`src/rtl/ex_ctrl_pkg.sv`:
```
// Shared types and encodings for the execute-stage pipeline controller.
package ex_ctrl_pkg;

  localparam int unsigned REG_W     = 5;
  localparam int unsigned ALUOP_W   = 2;
  localparam int unsigned FUNCT_W   = 6;
  localparam int unsigned MUL_CNT_W = 4;

  typedef enum logic [1:0] {
    ST_RUN      = 2'd0,
    ST_MUL_WAIT = 2'd1,
    ST_BR_FLUSH = 2'd2
  } state_e;

  localparam logic [ALUOP_W-1:0] ALUOP_LW    = 2'b00;
  localparam logic [ALUOP_W-1:0] ALUOP_SW    = 2'b00;
  localparam logic [ALUOP_W-1:0] ALUOP_ADDI  = 2'b00;
  localparam logic [ALUOP_W-1:0] ALUOP_BEQ   = 2'b01;
  localparam logic [ALUOP_W-1:0] ALUOP_RTYPE = 2'b10;

  localparam logic [FUNCT_W-1:0] FUNCT_ADD = 6'b000000;
  localparam logic [FUNCT_W-1:0] FUNCT_MUL = 6'b000001;
  localparam logic [FUNCT_W-1:0] FUNCT_SUB = 6'b000010;

endpackage

```
`src/rtl/load_use_detect.sv`:
```
// Flags a load in EX whose destination feeds a source operand of the instruction in ID.
module load_use_detect
  import ex_ctrl_pkg::*;
(
  input  logic             i_ex_valid,
  input  logic             i_ex_mem_read,
  input  logic [REG_W-1:0] i_ex_rd_addr,
  input  logic             i_id_valid,
  input  logic [REG_W-1:0] i_id_rs_addr,
  input  logic [REG_W-1:0] i_id_rt_addr,
  output logic             o_load_use
);

  logic w_rd_nonzero;
  logic w_src_match;

  // Register 0 is hardwired, so a load into it never creates a dependency.
  assign w_rd_nonzero = (i_ex_rd_addr != '0);
  assign w_src_match  = (i_ex_rd_addr == i_id_rs_addr) | (i_ex_rd_addr == i_id_rt_addr);
  assign o_load_use   = i_ex_valid & i_ex_mem_read & i_id_valid & w_rd_nonzero & w_src_match;

endmodule

```
`src/rtl/ex_stage_ctrl.sv`:
```
// Execute-stage sequencer: load-use stalls, multi-cycle multiply hold and
// taken-branch squash, plus a saturating count of stalled cycles.
module ex_stage_ctrl
  import ex_ctrl_pkg::*;
#(
  parameter int unsigned MUL_CYCLES = 4,
  parameter int unsigned CNT_W      = 16
) (
  input  logic               clk,
  input  logic               reset,
  input  logic               id_valid,
  input  logic [REG_W-1:0]   id_rs_addr,
  input  logic [REG_W-1:0]   id_rt_addr,
  input  logic               ex_valid,
  input  logic               ex_mem_read,
  input  logic [REG_W-1:0]   ex_rd_addr,
  input  logic [ALUOP_W-1:0] ex_aluop,
  input  logic [FUNCT_W-1:0] ex_funct,
  input  logic               ex_branch,
  input  logic               ex_zero,
  output logic               stall_flag,
  output logic               flush_if_id,
  output logic               flush_id_ex,
  output logic               mul_busy,
  output logic [CNT_W-1:0]   stall_count
);

  localparam logic [MUL_CNT_W-1:0] MUL_LOAD = MUL_CNT_W'(MUL_CYCLES - 2);

  state_e                 r_state;
  state_e                 w_next_state;
  logic [MUL_CNT_W-1:0]   r_mul_cnt;
  logic [CNT_W-1:0]       r_stall_count;
  logic                   w_load_use;
  logic                   w_ex_mul;
  logic                   w_br_taken;
  logic                   w_stall;
  logic                   w_flush_if_id;
  logic                   w_flush_id_ex;
  logic                   w_mul_busy;

  load_use_detect u_load_use_detect (
    .i_ex_valid    (ex_valid),
    .i_ex_mem_read (ex_mem_read),
    .i_ex_rd_addr  (ex_rd_addr),
    .i_id_valid    (id_valid),
    .i_id_rs_addr  (id_rs_addr),
    .i_id_rt_addr  (id_rt_addr),
    .o_load_use    (w_load_use)
  );

  assign w_ex_mul   = ex_valid & (ex_aluop == ALUOP_RTYPE) & (ex_funct == FUNCT_MUL);
  assign w_br_taken = ex_valid & ex_branch & ex_zero;

  always_ff @(posedge clk or negedge reset) begin
    if (!reset) begin
      r_state <= ST_RUN;
    end else begin
      r_state <= w_next_state;
    end
  end

  always_comb begin
    w_next_state = r_state;
    case (r_state)
      ST_RUN: begin
        if (w_br_taken) begin
          w_next_state = ST_BR_FLUSH;
        end else if (w_ex_mul) begin
          w_next_state = ST_MUL_WAIT;
        end
      end
      ST_MUL_WAIT: begin
        if (r_mul_cnt == '0) begin
          w_next_state = ST_RUN;
        end
      end
      ST_BR_FLUSH: w_next_state = ST_RUN;
      default:     w_next_state = ST_RUN;
    endcase
  end

  // Mealy outputs; hazard checks only matter in RUN.
  always_comb begin
    w_stall       = 1'b0;
    w_flush_if_id = 1'b0;
    w_flush_id_ex = 1'b0;
    w_mul_busy    = 1'b0;
    case (r_state)
      ST_RUN: begin
        if (w_br_taken) begin
          w_flush_if_id = 1'b1;
          w_flush_id_ex = 1'b1;
        end else if (w_ex_mul) begin
          w_stall    = 1'b1;
          w_mul_busy = 1'b1;
        end else if (w_load_use) begin
          w_stall = 1'b1;
        end
      end
      ST_MUL_WAIT: begin
        w_mul_busy = 1'b1;
        w_stall    = (r_mul_cnt != '0);
      end
      ST_BR_FLUSH: w_flush_if_id = 1'b1;
      default: ;
    endcase
  end

  assign stall_flag  = reset & w_stall;
  assign flush_if_id = reset & w_flush_if_id;
  assign flush_id_ex = reset & w_flush_id_ex;
  assign mul_busy    = reset & w_mul_busy;
  assign stall_count = r_stall_count;

  // Remaining multiply hold cycles; the last MUL_WAIT cycle (count 0) is unstalled.
  always_ff @(posedge clk or negedge reset) begin
    if (!reset) begin
      r_mul_cnt <= '0;
    end else if ((r_state == ST_RUN) && (w_next_state == ST_MUL_WAIT)) begin
      r_mul_cnt <= MUL_LOAD;
    end else if ((r_state == ST_MUL_WAIT) && (r_mul_cnt != '0)) begin
      r_mul_cnt <= r_mul_cnt - MUL_CNT_W'(1);
    end
  end

  always_ff @(posedge clk or negedge reset) begin
    if (!reset) begin
      r_stall_count <= '0;
    end else if (stall_flag && (r_stall_count != '1)) begin
      r_stall_count <= r_stall_count + CNT_W'(1);
    end
  end

endmodule

```
`config.mk`:
```
export PLATFORM = sky130hd
export DESIGN_NAME = ex_stage_ctrl
export DESIGN_NICKNAME = d
export VERILOG_FILES = /design/src/rtl/ex_ctrl_pkg.sv /design/src/rtl/load_use_detect.sv /design/src/rtl/ex_stage_ctrl.sv
export SDC_FILE = /design/constraint.sdc
export NUM_CORES = 1
export LEC_CHECK = 0
export CORE_MARGIN = 1
export CORE_UTILIZATION = 41
export CTS_CLUSTER_SIZE = 16
export DETAILED_ROUTE_END_ITERATION = 10
export PLACE_DENSITY = 0.86
export SYNTH_ARGS = -nofsm -noshare
export SYNTH_HDL_FRONTEND = slang
export SYNTH_SLANG_ARGS = --single-unit
```
`constraint.sdc`:
```
create_clock -name clk -period 3.01 [get_ports clk]
set_clock_uncertainty 0.05 [all_clocks]
set_input_delay 0.602 -clock clk [delete_from_list [all_inputs] [get_ports clk]]
set_output_delay 0.602 -clock clk [all_outputs]
set_load 0.05 [all_outputs]
```
# Word level (Yosys, flattened, before mapping)
# Index checks and enable logic that the tools add are counted.
word_totals:
  inputBits: 30
  out_inout_bits: 20
  elab_cells: 50
  reg_bits: 22
classes:
  n_reduce_logical: 8
  add_sub_neg: 2
  n_mux: 16
  n_bitwise: 13
  n_eq_ne: 8
op_table:
  columns: ["cell", "count"]
  rows:
  - ["$add A16 B1 Y16 const B", 1]
  - ["$ne A16 B16 Y1 const B", 1]
  - ["$and A1 B1 Y1", 12]
  - ["$eq A5 B5 Y1", 2]
  - ["$mux W4", 2]
  - ["$mux W1", 7]
  - ["$eq A6 B1 Y1 const B", 1]
  - ["$mux W2", 3]
  - ["$pmux W1 S2", 3]
  - ["$reduce_bool A5 Y1", 1]
  - ["$eq A2 B1 Y1 const B", 2]
  - ["$eq A2 B2 Y1 const B", 2]
  - ["$logic_not A4 Y1", 1]
  - ["$pmux W2 S2", 1]
  - ["$reduce_bool A4 Y1", 1]
  - ["$sub A4 B1 Y4 const B", 1]
  - ["$logic_and A1 B1 Y1", 3]
  - ["$logic_not A2 Y1", 1]
  - ["$reduce_bool A2 Y1", 1]
  - ["$or A1 B1 Y1", 1]

# Logic depth before layout (Yosys ltp)
# Gate-level depths: netlist of the first run.
depth:
  word_depth: 10
  mapped_depth: 8
  depth_no_buf: 7

# Cells and area by module
# From an unflattened synthesis of the first run, not the netlist that was laid out.
unflattened:
  cells_unflattened: 128
  area_unflattened_um2: 1297.5
modules_own_cells:
  columns: ["module", "cells_each", "n_inst", "area_each_um2"]
  rows:
  - ["ex_stage_ctrl", 111, 1, 1168.6]
  - ["load_use_detect", 17, 1, 128.9]

# Least setup slack after synthesis of the first run
# Ideal clock, no wire load.
synth_timing:
  path_type: "input-to-output"
  startpoint: "input port ex_valid"
  endpoint: "output port mul_busy"
  arrival_ns: 2.520
  path_slack_ns: -0.162
  path_stages: 4
  required_ns: 2.358
  path_buffers: 0
  cell_sequence: "or3b_4 and4b_2 nor2_1 nor3b_1"
synth_via:
  elab_chain_cells: 6
  word_cells_on_any_way: 8
  classes_between: "3 x mux; 5 x bitwise"
synth_lines:
  columns: ["element", "line", "text"]
  rows:
  - ["start, declared", "ex_stage_ctrl.sv:14", "input logic ex_valid,"]
  - ["$and A1 B1 Y1 (2 in a row)", "ex_stage_ctrl.sv:52", "assign w_ex_mul = ex_valid & (ex_aluop == ALUOP_RTYPE) & (ex_funct == FUNCT_MUL);"]
  - ["$mux W1", "ex_stage_ctrl.sv:94", "end else if (w_ex_mul) begin"]
  - ["$mux W1 *", "ex_stage_ctrl.sv:91", "if (w_br_taken) begin"]
  - ["$pmux W1 S2 *", "ex_stage_ctrl.sv:89", "case (r_state)"]
  - ["$and A1 B1 Y1 *", "ex_stage_ctrl.sv:113", "assign mul_busy = reset & w_mul_busy;"]
  - ["end, declared", "ex_stage_ctrl.sv:24", "output logic mul_busy,"]
# Mark *: on every way between the ends. The rest lies on a longest branch, timed or not.

# Final worst setup path of the first run
layout_timing:
  startpoint: "input port ex_rd_addr[3]"
  endpoint: "output port stall_flag"
layout_via:
  elab_chain_cells: 8
  word_cells_on_any_way: 11
  classes_between: "2 x eq/ne; 4 x mux; 4 x bitwise; 1 x reduce/logical"
layout_lines:
  columns: ["element", "line", "text"]
  rows:
  - ["start, declared", "ex_stage_ctrl.sv:16", "input logic [REG_W-1:0] ex_rd_addr,"]
  - ["$eq A5 B5 Y1 or $reduce_bool A5 Y1 (tied branches)", "load_use_detect.sv:19, load_use_detect.sv:18", null]
  - ["$or A1 B1 Y1 or $and A1 B1 Y1 (tied branches)", "load_use_detect.sv:19, load_use_detect.sv:20", null]
  - ["$and A1 B1 Y1 *", "load_use_detect.sv:20", "assign o_load_use = i_ex_valid & i_ex_mem_read & i_id_valid & w_rd_nonzero & w_src_match;"]
  - ["$mux W1 *", "ex_stage_ctrl.sv:97", "end else if (w_load_use) begin"]
  - ["$mux W1 *", "ex_stage_ctrl.sv:94", null]
  - ["$mux W1 *", "ex_stage_ctrl.sv:91", null]
  - ["$pmux W1 S2 *", "ex_stage_ctrl.sv:89", null]
  - ["$and A1 B1 Y1 *", "ex_stage_ctrl.sv:110", "assign stall_flag = reset & w_stall;"]
  - ["end, declared", "ex_stage_ctrl.sv:21", "output logic stall_flag,"]
# Marked as above.

==> flow_summary.ini, run 1 <==
[critical_path]
worstSetupStartpointType = primary input
crit_type = primary input to primary output
rrSetupSlack_ns = 0.77
arrival_ns = 2.32
end_kind = primary output
crit_slowest_cell = or4_1
cp_max_fo = 3
rr_startpoint = r_state[0]
slowest_delay_ns = 0.56
r2r_end = stall_count[1]
crit_chain = clkdlybuf4s50_1 -> or4_1 -> nor2_1 -> o41ai_4 -> and2_4 -> buf_12
path_buf_inv = 2
crit_family = simple AND/OR/NAND/NOR gates
cp.required_ns = 2.36
rr_worst_depth = 7

[drt]
vias_per_cell = 5.09
ant_nets = 0
first_pass_iters = 4
vias = 1160
drt-initial-drc-count = 15
wire_per_inst_um = 14.3
routed_wl_mm = 3.26
drc_errors = 0

[placement]
port-buffer-count = 49
dpl.hpwl_mm = 2.57
gp_congestion = 0.733
place_area_um2 = 1950
post-place-ws_ns = 0.0144

[yosys]
ys_seq_area_frac = 0.406
netlist_area_um2 = 1360
yosysWarnings = 0
ys_ff_latch = 22
synthDistinctLibCells = 38
synth_nets = 162
avgSynthCellArea_um2 = 10.4
synth_cells = 130

[die]
rows = 20
ioPinCount = 50
die_h_um = 59.5
die_x_um = 59.5
core_um2 = 3100
die-area_um2 = 3540
initial_core_util = 0.437

[timing]
timing.slew.headroom = 0.629
hold_viol_final = 0
setup_viol = 0
setup_ws_ns = 0.0360
slew_viol_final = 0
min_period_over_period = 0.988
final.min_clock_period_ns = 2.97
worst_slew_pin_slew_ns = 0.557
maxClockFrequency_ghz = 0.336

[global_routing]
grt.overflow.total = 0
grt_pass1_wl_mm = 5.42
grt.total_usage = 0.202
grt_start_max_net_pins = 35
antenna_found_initial = 0
grt_pass1_vias = 1248

[cells_and_area]
nets = 217
layout-drive-gt1-share = 0.147
stdcell_area_um2 = 2030
syn_to_final_growth_pct = 49.4
nFillCells = 256
area.sequential_um2 = 551
n_antenna_cell = 0
final_util = 0.653
multi_input_area_um2 = 795

[pwr]
seq_power_share = 0.458
powerDensity_nw_per_um2 = 382
pwr-share-comb = 0.257
p_sw_uw = 216
power.total_uw = 774
internal-power_uw = 558
pwr-share-clk = 0.286
peakVddDrop_uv = 350
p_leak_uw = 0.000860
p_sw_frac = 0.279

[min_path]
hp-class = register to register
hold_end = stall_count[4]
hold_path_startpoint = stall_count[4]
whs_path_depth = 1

[outcome]
status = finished clean

[cts]
cts_tree = done
cts-root-buf = clkbuf_4
post_cts_buffers = 0
clk_path_buf_depth = 2
cts-buffers-inserted = 3
clk_pin_slew_ns = 0.11
clk_latency_ns = 0.31
cts.sinks = 22
cts_max_level = 1

[job]
cap_violations = 0
worst register-to-register path, cell delays in order (launching register included):
cell     delay (ns)
dfrtp_1        0.43
or3b_4         0.43
and4b_2        0.35
nor2_4         0.06
o41ai_4        0.07
buf_4          0.25
nor2b_4        0.19
mux2_4         0.30
timing repair:
action                     4_1_cts  5_1_grt
resized for setup                0        5
hold buffers                     0        0
hold endpoints to repair         0        0
setup endpoints to repair        0        1
metrics by stage:
stage,instances,hold WS [ns],TNS [ns]
after floorplan,130,0.256,0
after global placement,224,0.433,0
after detailed placement,224,0.438,0
after CTS,228,0.461,0
after global routing,228,0.483,-0.000587
final,228,0.462,0
cells in the mapped netlist:
library cell	count	area [µm²]
a21oi_1	2	10.0
a22oi_1	1	7.51
a31oi_1	1	6.26
and2_1	2	12.5
and3_1	3	18.8
and4_1	1	8.76
and4_4	1	11.3
and4b_2	1	11.3
buf_6	1	11.3
clkbuf_1	1	3.75
dfrtp_1	22	551
ha_1	2	25.0
inv_1	5	18.8
mux2_2	1	11.3
mux2_4	1	15.0
nand2_1	6	22.5
nand3_1	11	55.1
nand4_1	5	31.3
nand4_4	1	21.3
nor2_1	12	45.0
nor2_2	1	6.26
nor2b_4	1	13.8
nor3_1	4	20.0
nor3_2	1	10.0
nor3b_1	4	30.0
nor3b_2	1	12.5
nor4_1	1	6.26
nor4bb_1	1	10.0
o21a_1	1	7.51
o311a_1	1	10.0
o311ai_0	1	8.76
o41ai_4	2	55.1
or2b_1	1	7.51
or3_1	1	6.26
or3b_4	1	11.3
or4_1	1	7.51
xnor2_1	11	96.3
xor2_1	16	140
power groups by stage:
stage	Clock [µW]	Combinational, µW	Sequential [µW]
floorplan	0	82.0	379
global placement	0	186	355
detailed placement	0	199	360
CTS	229	200	354
global route	242	220	357
finish	221	199	354
worst max-delay path by stage:
stage	slack [ns]	from	cells after the start	end
4_1_cts	0.009	ex_valid	7	stall_flag
3_5_place_dp	0.01	ex_valid	7	stall_flag
6_report	0.04	ex_rd_addr[3]	6	stall_flag
3_3_place_gp	0.07	ex_valid	7	stall_flag
2_1_floorplan	0.27	ex_valid	6	stall_flag
5_1_grt	-0.0006	ex_rd_addr[3]	6	stall_flag
cells by family after synthesis:
kind of cell             after synthesis  share of synthesized area
AO/OA/AOI/OAI                          9                     0.0775
XOR/XNOR                              27                      0.174
adder cells (fa/ha/maj)                2                     0.0184
buffers and inverters                  7                     0.0249
flip-flops                            22                      0.406
multiplexers                           2                     0.0194
AND/OR/NAND/NOR                       61                      0.280
registers in the layout, summed over array words and instances, names as in the netlist:
signal	count
r_mul_cnt	4
r_state	2
stall_count	16
cells in the final DEF, fill, tap and decap left out, types with 2 or more instances in the layout:
cell type	count
and3_1	3
nor3b_2	2
nand3_1	11
nor2_1	12
nor3_2	2
inv_1	5
xnor2_1	11
xor2_1	16
clkbuf_4	3
nand2_1	6
nor3b_1	3
buf_12	4
nand4_1	5
a21oi_1	2
nor3_1	3
o41ai_4	2
buf_4	3
clkdlybuf4s50_1	44
ha_1	2
dfrtp_1	22
metal layers:
layer  wire (µm)  vias to the layer above  global-route usage
met5           0                        -                   0
met2        1730                       36               0.393
met4          44                        0              0.0465
met1        1320                      547               0.229
li1            -                      573                   -
met3         168                        4              0.0284
layout make-up:
class | instances | area share
Tap cell | 44 | 0.0272
Timing Repair Buffer | 52 | 0.274
Multi-Input combinational cell | 101 | 0.392
Inverter | 5 | 0.00926
Clock buffer | 3 | 0.0111
Sequential cell | 22 | 0.272
Clock inverter | 1 | 0.0148
Power figures use the tool's default switching activity.
==> run 2, diff against run 1 <==
- RECOVER_POWER: not set -> 25
- clock period: 3.01 -> 3.5 ns (I/O delays scaled with it)
==> run 2 against run 1 <==
Effect of this change:
- routed wire length is 0.95% lower
- highest routed layer unchanged
- combinational power fell by 16%
- via count increased by 2.9%
- utilization shrank 1.0 points
- die area did not move
- sequential power shrank 14%
- final area down 1.6%
- total power is 15% lower
- flip-flop and latch count unchanged
- largest cell class unchanged
- final cell count unchanged
- critical path type unchanged
- hold slack got worse by 0.0035 ns
==> flow_summary.ini, run 2 (same netlist as run 1, synthesis figures left out) <==
[global_routing]
grt.total_usage = 0.200
grt_pass1_wl_mm = 5.40
grt_pass1_vias = 1216
antenna_found_initial = 0
grt.overflow.total = 0
grt_start_max_net_pins = 21

[drt]
ant_nets = 0
drt-initial-drc-count = 30
wire_per_inst_um = 14.1
vias = 1194
drc_errors = 0
first_pass_iters = 4
routed_wl_mm = 3.23
vias_per_cell = 5.24

[cts]
cts_resized = 0
cts.sinks = 22
hold_buffers = 0
clk_latency_ns = 0.31
clk_pin_slew_ns = 0.11
post_cts_buffers = 0
cts-buffers-inserted = 3
cts_tree = done
cts_max_level = 1
clk_path_buf_depth = 2
cts-root-buf = clkbuf_4

[timing]
final.min_clock_period_ns = 3.33
hold_viol_final = 0
timing.slew.headroom = 0.389
setup_viol = 0
worst_slew_pin_slew_ns = 0.917
maxClockFrequency_ghz = 0.300
min_period_over_period = 0.952
rsz0062_at_grt = false
slew_viol_final = 0
setup-tns-final_ns = 0

[die]
die-area_um2 = 3540
die_h_um = 59.5
die_x_um = 59.5
rows = 20
initial_core_util = 0.437
core_um2 = 3100
ioPinCount = 50

[critical_path]
cp.required_ns = 2.75
r2r_end = stall_count[1]
cp_max_fo = 5
end_kind = primary output
rr_startpoint = r_state[0]
rr_worst_depth = 7
arrival_ns = 2.58
rrSetupSlack_ns = 1.18
worstSetupStartpointType = primary input
crit_type = primary input to primary output

[outcome]
status = finished clean

[min_path]
hp-class = register to register
whs_path_depth = 1
hold_path_startpoint = stall_count[15]
hold_end = stall_count[15]

[pwr]
peakVddDrop_uv = 265
p_leak_uw = 0.000837
powerDensity_nw_per_um2 = 332

[cells_and_area]
syn_to_final_growth_pct = 47.0
final_common_cell = clkdlybuf4s50_1
layout-drive-gt1-share = 0.114
mostFrequentLayoutCells = 44 x clkdlybuf4s50_1, 22 x dfrtp_1, 16 x xor2_1, 12 x nor2_1
final_util = 0.643
n_antenna_cell = 0
largest_register_ffs = 16
nets = 217
nFillCells = 266

[placement]
port-buffer-count = 49
dpl.hpwl_mm = 2.58
gp_congestion = 0.808

[job]
cap_violations = 0
-- run 2: worst max path at each step --
stage / end / start / cells past startpoint
floorplan: mul_busy / ex_valid / 4
global placement: mul_busy / ex_valid / 6
detailed placement: mul_busy / ex_valid / 6
CTS: mul_busy / ex_valid / 6
global route: mul_busy / ex_valid / 6
finish: mul_busy / ex_valid / 6
-- run 2: routing by layer --
metal	share of wire	up-vias	track usage
met3	0.064	5	0.0284
met1	0.42	577	0.239
met2	0.50	42	0.372
met4	0.013	0	0.0498
met5	0	-	0
li1	-	570	-
-- run 2: cell type report --
cell class | instances | area [µm²] | share of cell area
flip-flops and latches | 22 | 551 | 0.276
clock inverters | 1 | 30.0 | 0.0151
clock buffers | 3 | 22.5 | 0.0113
well taps | 44 | 55.1 | 0.0276
repair buffers | 52 | 546 | 0.274
inverters | 5 | 18.8 | 0.00941
multi-input cells | 101 | 772 | 0.387
-- run 2: report_power, final --
group          switching (µW)  internal (µW)
Clock                    73.5            116
Sequential               25.2            279
Combinational            84.0           84.3
Total                     183            479
-- run 2: critical path, stage by stage --
cell	delay, ns
clkdlybuf4s50_1	0.49
or3b_4	0.42
and4b_2	0.37
nor2_1	0.06
nor3b_1	0.36
buf_12	0.19
-- run 2: per-stage QoR --
| stage | cells | setup slack, ns | instance area (µm²) | hold slack (ns) | power [µW] |
|---|---|---|---|---|---|
| floorplan | 130 | 0.132 | 1360 | 0.354 | 396 |
| global placement | 224 | 0.272 | 1950 | 0.435 | 467 |
| detailed placement | 224 | 0.191 | 1950 | 0.443 | 479 |
| CTS | 228 | 0.176 | 2000 | 0.462 | 669 |
| global route | 228 | 0.109 | 1990 | 0.492 | 697 |
| finish | 228 | 0.169 | 1990 | 0.459 | 662 |
==> run 3, diff against run 2 <==
- GPL_ROUTABILITY_DRIVEN: not set -> 0
==> results of run 3 <==
The final DEF is identical to that of run 2; final timing and power are the same.
==> RTL edit 1: new RTL, flow settings as in run 3 <==
Reset style: synchronous (`reset`), changed in 3 clocked blocks.
--- a/src/rtl/ex_stage_ctrl.sv
+++ b/src/rtl/ex_stage_ctrl.sv
@@ -52,7 +52,7 @@
   assign w_ex_mul   = ex_valid & (ex_aluop == ALUOP_RTYPE) & (ex_funct == FUNCT_MUL);
   assign w_br_taken = ex_valid & ex_branch & ex_zero;
 
-  always_ff @(posedge clk or negedge reset) begin
+  always_ff @(posedge clk) begin
     if (!reset) begin
       r_state <= ST_RUN;
     end else begin
@@ -114,7 +114,7 @@
   assign stall_count = r_stall_count;
 
   // Remaining multiply hold cycles; the last MUL_WAIT cycle (count 0) is unstalled.
-  always_ff @(posedge clk or negedge reset) begin
+  always_ff @(posedge clk) begin
     if (!reset) begin
       r_mul_cnt <= '0;
     end else if ((r_state == ST_RUN) && (w_next_state == ST_MUL_WAIT)) begin
@@ -124,7 +124,7 @@
     end
   end
 
-  always_ff @(posedge clk or negedge reset) begin
+  always_ff @(posedge clk) begin
     if (!reset) begin
       r_stall_count <= '0;
     end else if (stall_flag && (r_stall_count != '1)) begin
Behaviour: differs if reset is asserted again (counterexample within 4 cycles, from zero or initial values and one cycle with reset low); with reset held inactive, the same outputs for 10 cycles.
==> RTL edit 1 against run 3 <==
- the run now ends with DRC left
- design area shrank 7.2%
- sequential share of layout area shrank 3.8 points
- sequential cell count is the same
- area after synthesis shrank 6.4%
- routed wire length grew 2.4%
- worst setup slack gained 0.13 ns
- synthesized cell count grew 18%
- count of clock-buffer cells in the layout is the same
Power is not compared: it rests on default switching activity, and its combinational part moved more than twofold at a synthesized area within 25%.
==> RTL edit 1: results (changes against run 3) <==
| Metric | Value |
|---|---|
| Wire per inst | `14.1 µm (about the same)` |
| CP max stage delay | `0.57 ns (was 0.49 ns)` |
| Reg-to-reg setup timing slack | `1.28 ns (was 1.18 ns)` |
| Seq/Total Area, Yosys | `0.347 (was 0.406)` |
| End point of the critical path | `stall_flag (was mul_busy)` |
| Slowest CP cell | `dlygate4sd3_1 (was clkdlybuf4s50_1)` |
| Distinct cells, synth | `35 (was 38)` |
| FF-to-FF End | `stall_count[12] (was stall_count[1])` |
| Global-route wire length before repair | `5580 µm (was 5400 µm)` |
| Post-synth ARST share | `0 (was 1.00)` |
| Rel. slew slack | `0.618 (was 0.389)` |
| GRT Overall Usage | `0.210 (was 0.200)` |
| DR iter-0 viols | `42 (was 30)` |
| Clock-pin slew on the worst setup and hold paths | `0.13 ns (was 0.11 ns)` |
| Min-Delay Startpoint | `stall_count[15] (unchanged)` |
| Failing checks | `DRC` |
| Post-synth top cells | `dfxtp_1, a21oi_1, nand3_1, xnor2_1, nand2_1 (was dfrtp_1, xor2_1, nor2_1)` |
| Synth Area per Inst | `8.30 µm² (was 10.4 µm²)` |
| Via count | `1379 (was 1194)` |
| Drt drc | `1 (was 0)` |
| Crit Path Max Fanout | `4 (was 5)` |
| Outcome | `complete, but fails checks (was finished, final reports clean)` |
| Syn nets | `185 (was 162)` |
| Layout cells sized above 1 | `0.0686 (was 0.114)` |
| Largest net degree at the start of global routing | `23 (was 21)` |
| Pre-Repair DR Iteration Count | `7 (was 4)` |
| Routed WL | `3310 µm (was 3230 µm)` |
| Critical path arrival | `2.45 ns (was 2.58 ns)` |
RTL edit 1: logic make-up (layout without fill, tap and decap cells):
| kind of cell | count (synthesis) | in the layout | share of synthesized area |
|---|---|---|---|
| simple gates | 61 | 61 | 0.278 |
| compound gates | 44 | 44 | 0.221 |
| flops | 22 | 22 | 0.347 |
| xor+xnor | 13 | 13 | 0.0897 |
| buf+inv | 11 | 62 | 0.0453 |
| fa+ha+maj | 2 | 2 | 0.0197 |
RTL edit 1: how the worst min path moves through the flow:
stage | depth (start not counted) | endpoint | slack [ns]
3_5_place_dp | 2 | stall_count[9] | 0.46
5_1_grt | 1 | stall_count[15] | 0.50
6_report | 1 | stall_count[15] | 0.48
2_1_floorplan | 2 | r_mul_cnt[3] | 0.44
3_3_place_gp | 1 | stall_count[15] | 0.43
4_1_cts | 2 | stall_count[9] | 0.48
RTL edit 1: power by group through the flow:
stage / logic (W) / registers (W) / clock network, W
4_1_cts: 0.0000749 / 0.000252 / 0.000201
2_1_floorplan: 0.0000279 / 0.000257 / 0
3_3_place_gp: 0.0000722 / 0.000257 / 0
5_1_grt: 0.0000792 / 0.000252 / 0.000213
6_report: 0.0000737 / 0.000252 / 0.000198
3_5_place_dp: 0.0000748 / 0.000257 / 0
RTL edit 1: area by class of cell:
cell class,count,area [µm²]
flip-flops and latches,22,440
multi-input cells,120,768
clock buffers,3,22.5
well taps,31,38.8
inverters,6,22.5
clock inverters,1,30.0
fillers,239,1000
repair buffers,52,528
RTL edit 1: layer usage:
| metal | vias to the layer above | part of all wire | global-route usage |
|---|---|---|---|
| li1 | 686 | - | - |
| met1 | 632 | 0.41 | 0.246 |
| met2 | 59 | 0.53 | 0.389 |
| met3 | 2 | 0.060 | 0.0379 |
| met4 | 0 | 0.0057 | 0.0646 |
| met5 | - | 0 | 0 |
RTL edit 1: metrics by stage:
step / power, W / util / setup slack (ns) / instance area [µm²] / hold WS [ns]
2_1_floorplan: 0.000285 / - / 0.602 / 1270 / 0.435
5_1_grt: 0.000544 / 0.649 / 0.172 / 1850 / 0.495
3_3_place_gp: 0.000329 / 0.632 / 0.352 / 1800 / 0.435
4_1_cts: 0.000528 / 0.650 / 0.343 / 1850 / 0.478
3_5_place_dp: 0.000332 / 0.632 / 0.343 / 1800 / 0.458
6_report: 0.000523 / 0.649 / 0.304 / 1850 / 0.481
==> RTL edit 2: new RTL, config.mk and constraints of run 3 <==
Made on the original files. `CNT_W`: 16 -> 24.
--- a/src/rtl/ex_stage_ctrl.sv
+++ b/src/rtl/ex_stage_ctrl.sv
@@ -4,7 +4,7 @@
   import ex_ctrl_pkg::*;
 #(
   parameter int unsigned MUL_CYCLES = 4,
-  parameter int unsigned CNT_W      = 16
+  parameter int unsigned CNT_W      = 24
 ) (
   input  logic               clk,
   input  logic               reset,
Ports: changed (resized stall_count); port bits go from 50 to 58. No check against the original RTL was run, so the function may have changed too.
==> RTL edit 2 against run 3 <==
- routed wire length rose by 9.7%
- total power grew 47%
- clock power rose by 32%
- final cell count up 18%
- design area increased by 18%
- sequential cell count rose by 8
- via count increased by 16%
- area after synthesis is 21% higher
- largest cell class unchanged
- worst setup slack better by 0.45 ns
- synthesized cell count grew 23%
- first-iteration DRC count rose by 20%
- critical endpoint is now stall_flag
- sequential share of layout area is 4.2 points higher
- non-clock buffer count rose by 6
==> RTL edit 2: results (changes against run 3) <==
| Metric | Value |
|---|---|
| DRT met1 WL | `1630 µm (was 1360 µm)` |
| Delay-heaviest family, CP | `buffers and inverters (was simple AND/OR/NAND/NOR gates)` |
| Clock Latency Late Sink | `0.27 ns (was 0.31 ns)` |
| CP max stage delay | `0.45 ns (was 0.49 ns)` |
| Rel. slew slack | `0.647 (was 0.389)` |
| Min-Delay Startpoint | `stall_count[17] (was stall_count[15])` |
| Dpl hpwl | `2690 µm (was 2580 µm)` |
| Largest cells by area after synthesis | `dfrtp_1, xnor2_1, nand3_1, nand2_1, nand4_1 (was dfrtp_1, xor2_1, xnor2_1, nand3_1, o41ai_4)` |
| Fillers | `315 (was 266)` |
| GRT Overall Usage | `0.185 (was 0.200)` |
| Post-Place Setup Slack | `0.605 ns (was 0.191 ns)` |
| Met2 routed WL | `1730 µm (was 1620 µm)` |
| Multiplexer area fraction after synthesis | `0.0130 (was 0.0194)` |
| Pre-Repair DR Iteration Count | `4 (unchanged)` |
| Reg2reg path depth | `8 (was 7)` |
| Clock-pin slew on the worst setup and hold paths | `0.06 ns (was 0.11 ns)` |
| Synth Area in Adders | `0.0153 (was 0.0185)` |
| Hold endpoint | `stall_count[17] (was stall_count[15])` |
| Max FFs per register | `24 (was 16)` |
| Port Buffers | `57 (was 49)` |
| DR iter-0 viols | `36 (was 30)` |
| End point of the critical path | `stall_flag (was mul_busy)` |
| Internal power | `0.000635 W (was 0.000479 W)` |
| Post-synth top cells | `xnor2_1, dfrtp_1, nand2_1 (was dfrtp_1, xor2_1, nor2_1)` |
| Synth Area in Compound Gates | `0.0587 (was 0.0775)` |
| Outcome | `finished, final reports clean (unchanged)` |
| Peak supply drop | `251 µV (was 265 µV)` |
| Seq/Total Area, Yosys | `0.458 (was 0.406)` |
| Max Clk Rate | `347 MHz (was 300 MHz)` |
| CTS Buf Count | `5 (was 3)` |
| Drt via density | `5.16 (was 5.24)` |
| Xor/xnor share of the synthesized area | `0.187 (was 0.174)` |
| Nets | `253 (was 217)` |
| Setup crit start | `ex_funct[0] (was ex_valid)` |
| Clk root buf | `clkbuf_8 (was clkbuf_4)` |
| Placed Area | `0.00228 mm² (was 0.00195 mm²)` |
| Number of H-tree levels | `2 (was 1)` |
| Routed WL | `3540 µm (was 3230 µm)` |
| Critical path arrival | `2.13 ns (was 2.58 ns)` |
| Largest net degree at the start of global routing | `34 (was 21)` |
| Distinct cells, synth | `31 (was 38)` |
| Met3 WL | `130 µm (was 208 µm)` |
| Layout cells sized above 1 | `0.0950 (was 0.114)` |
| R2r startpoint | `r_mul_cnt[0] (was r_state[0])` |
| Global-route wire length before repair | `6070 µm (was 5400 µm)` |
| Leakage power total | `0.956 nW (was 0.837 nW)` |
| Vias in the first global route | `1343 (was 1216)` |
| Crit Path Max Fanout | `3 (was 5)` |
| Syn nets | `192 (was 162)` |
| Reg-to-reg setup timing slack | `1.34 ns (was 1.18 ns)` |
-- RTL edit 2: cell count changes in the layout (fill, tap and decap cells not counted), moves of 3 or more --
cell             change
nand2_1             +11
and3_2               +6
xnor2_1             +23
xor2_1              -15
clkbuf_8             +5
clkdlybuf4s50_1      +8
nand4_1              +5
clkbuf_4             -3
dfrtp_1              +8
nor2_1               -4
-- RTL edit 2: metal layers --
metal / vias to the layer above / track usage
met5: - / 0
met4: 0 / 0.0571
met3: 5 / 0.0347
met2: 31 / 0.323
met1: 674 / 0.230
li1: 679 / -
-- RTL edit 2: final cells by class --
type                       count  area (µm²)  share of cell area
timing repair buffer          58         618               0.262
clock buffer                   7        76.3              0.0324
inverter                       5        18.8             0.00796
multi-input combinational    121         833               0.354
sequential                    30         751               0.318
tap                           48        60.1              0.0255
-- RTL edit 2: power by group through the flow --
stage	combinational (W)	sequential (W)	clock, W
floorplan	0.0000848	0.000518	0
global placement	0.000298	0.000425	0
detailed placement	0.000305	0.000426	0
CTS	0.000306	0.000420	0.000257
global route	0.000319	0.000427	0.000271
finish	0.000302	0.000420	0.000250
-- RTL edit 2: kinds of logic (layout without fill, tap and decap cells) --
| family | count (synthesis) | count (layout) |
|---|---|---|
| buffers and inverters | 9 | 70 |
| muxes | 2 | 2 |
| xor gates and xnor gates | 35 | 35 |
| DFF | 30 | 30 |
| adders and majority gates | 2 | 2 |
| AOI/OAI and AO/OA | 10 | 10 |
| and+or+nand+nor | 72 | 72 |
-- RTL edit 2: metrics by stage --
step / cells / util
after global placement: 262 / 0.609
after floorplan: 160 / -
after global routing: 269 / 0.630
after detailed placement: 262 / 0.609
after CTS: 269 / 0.630
final: 269 / 0.630
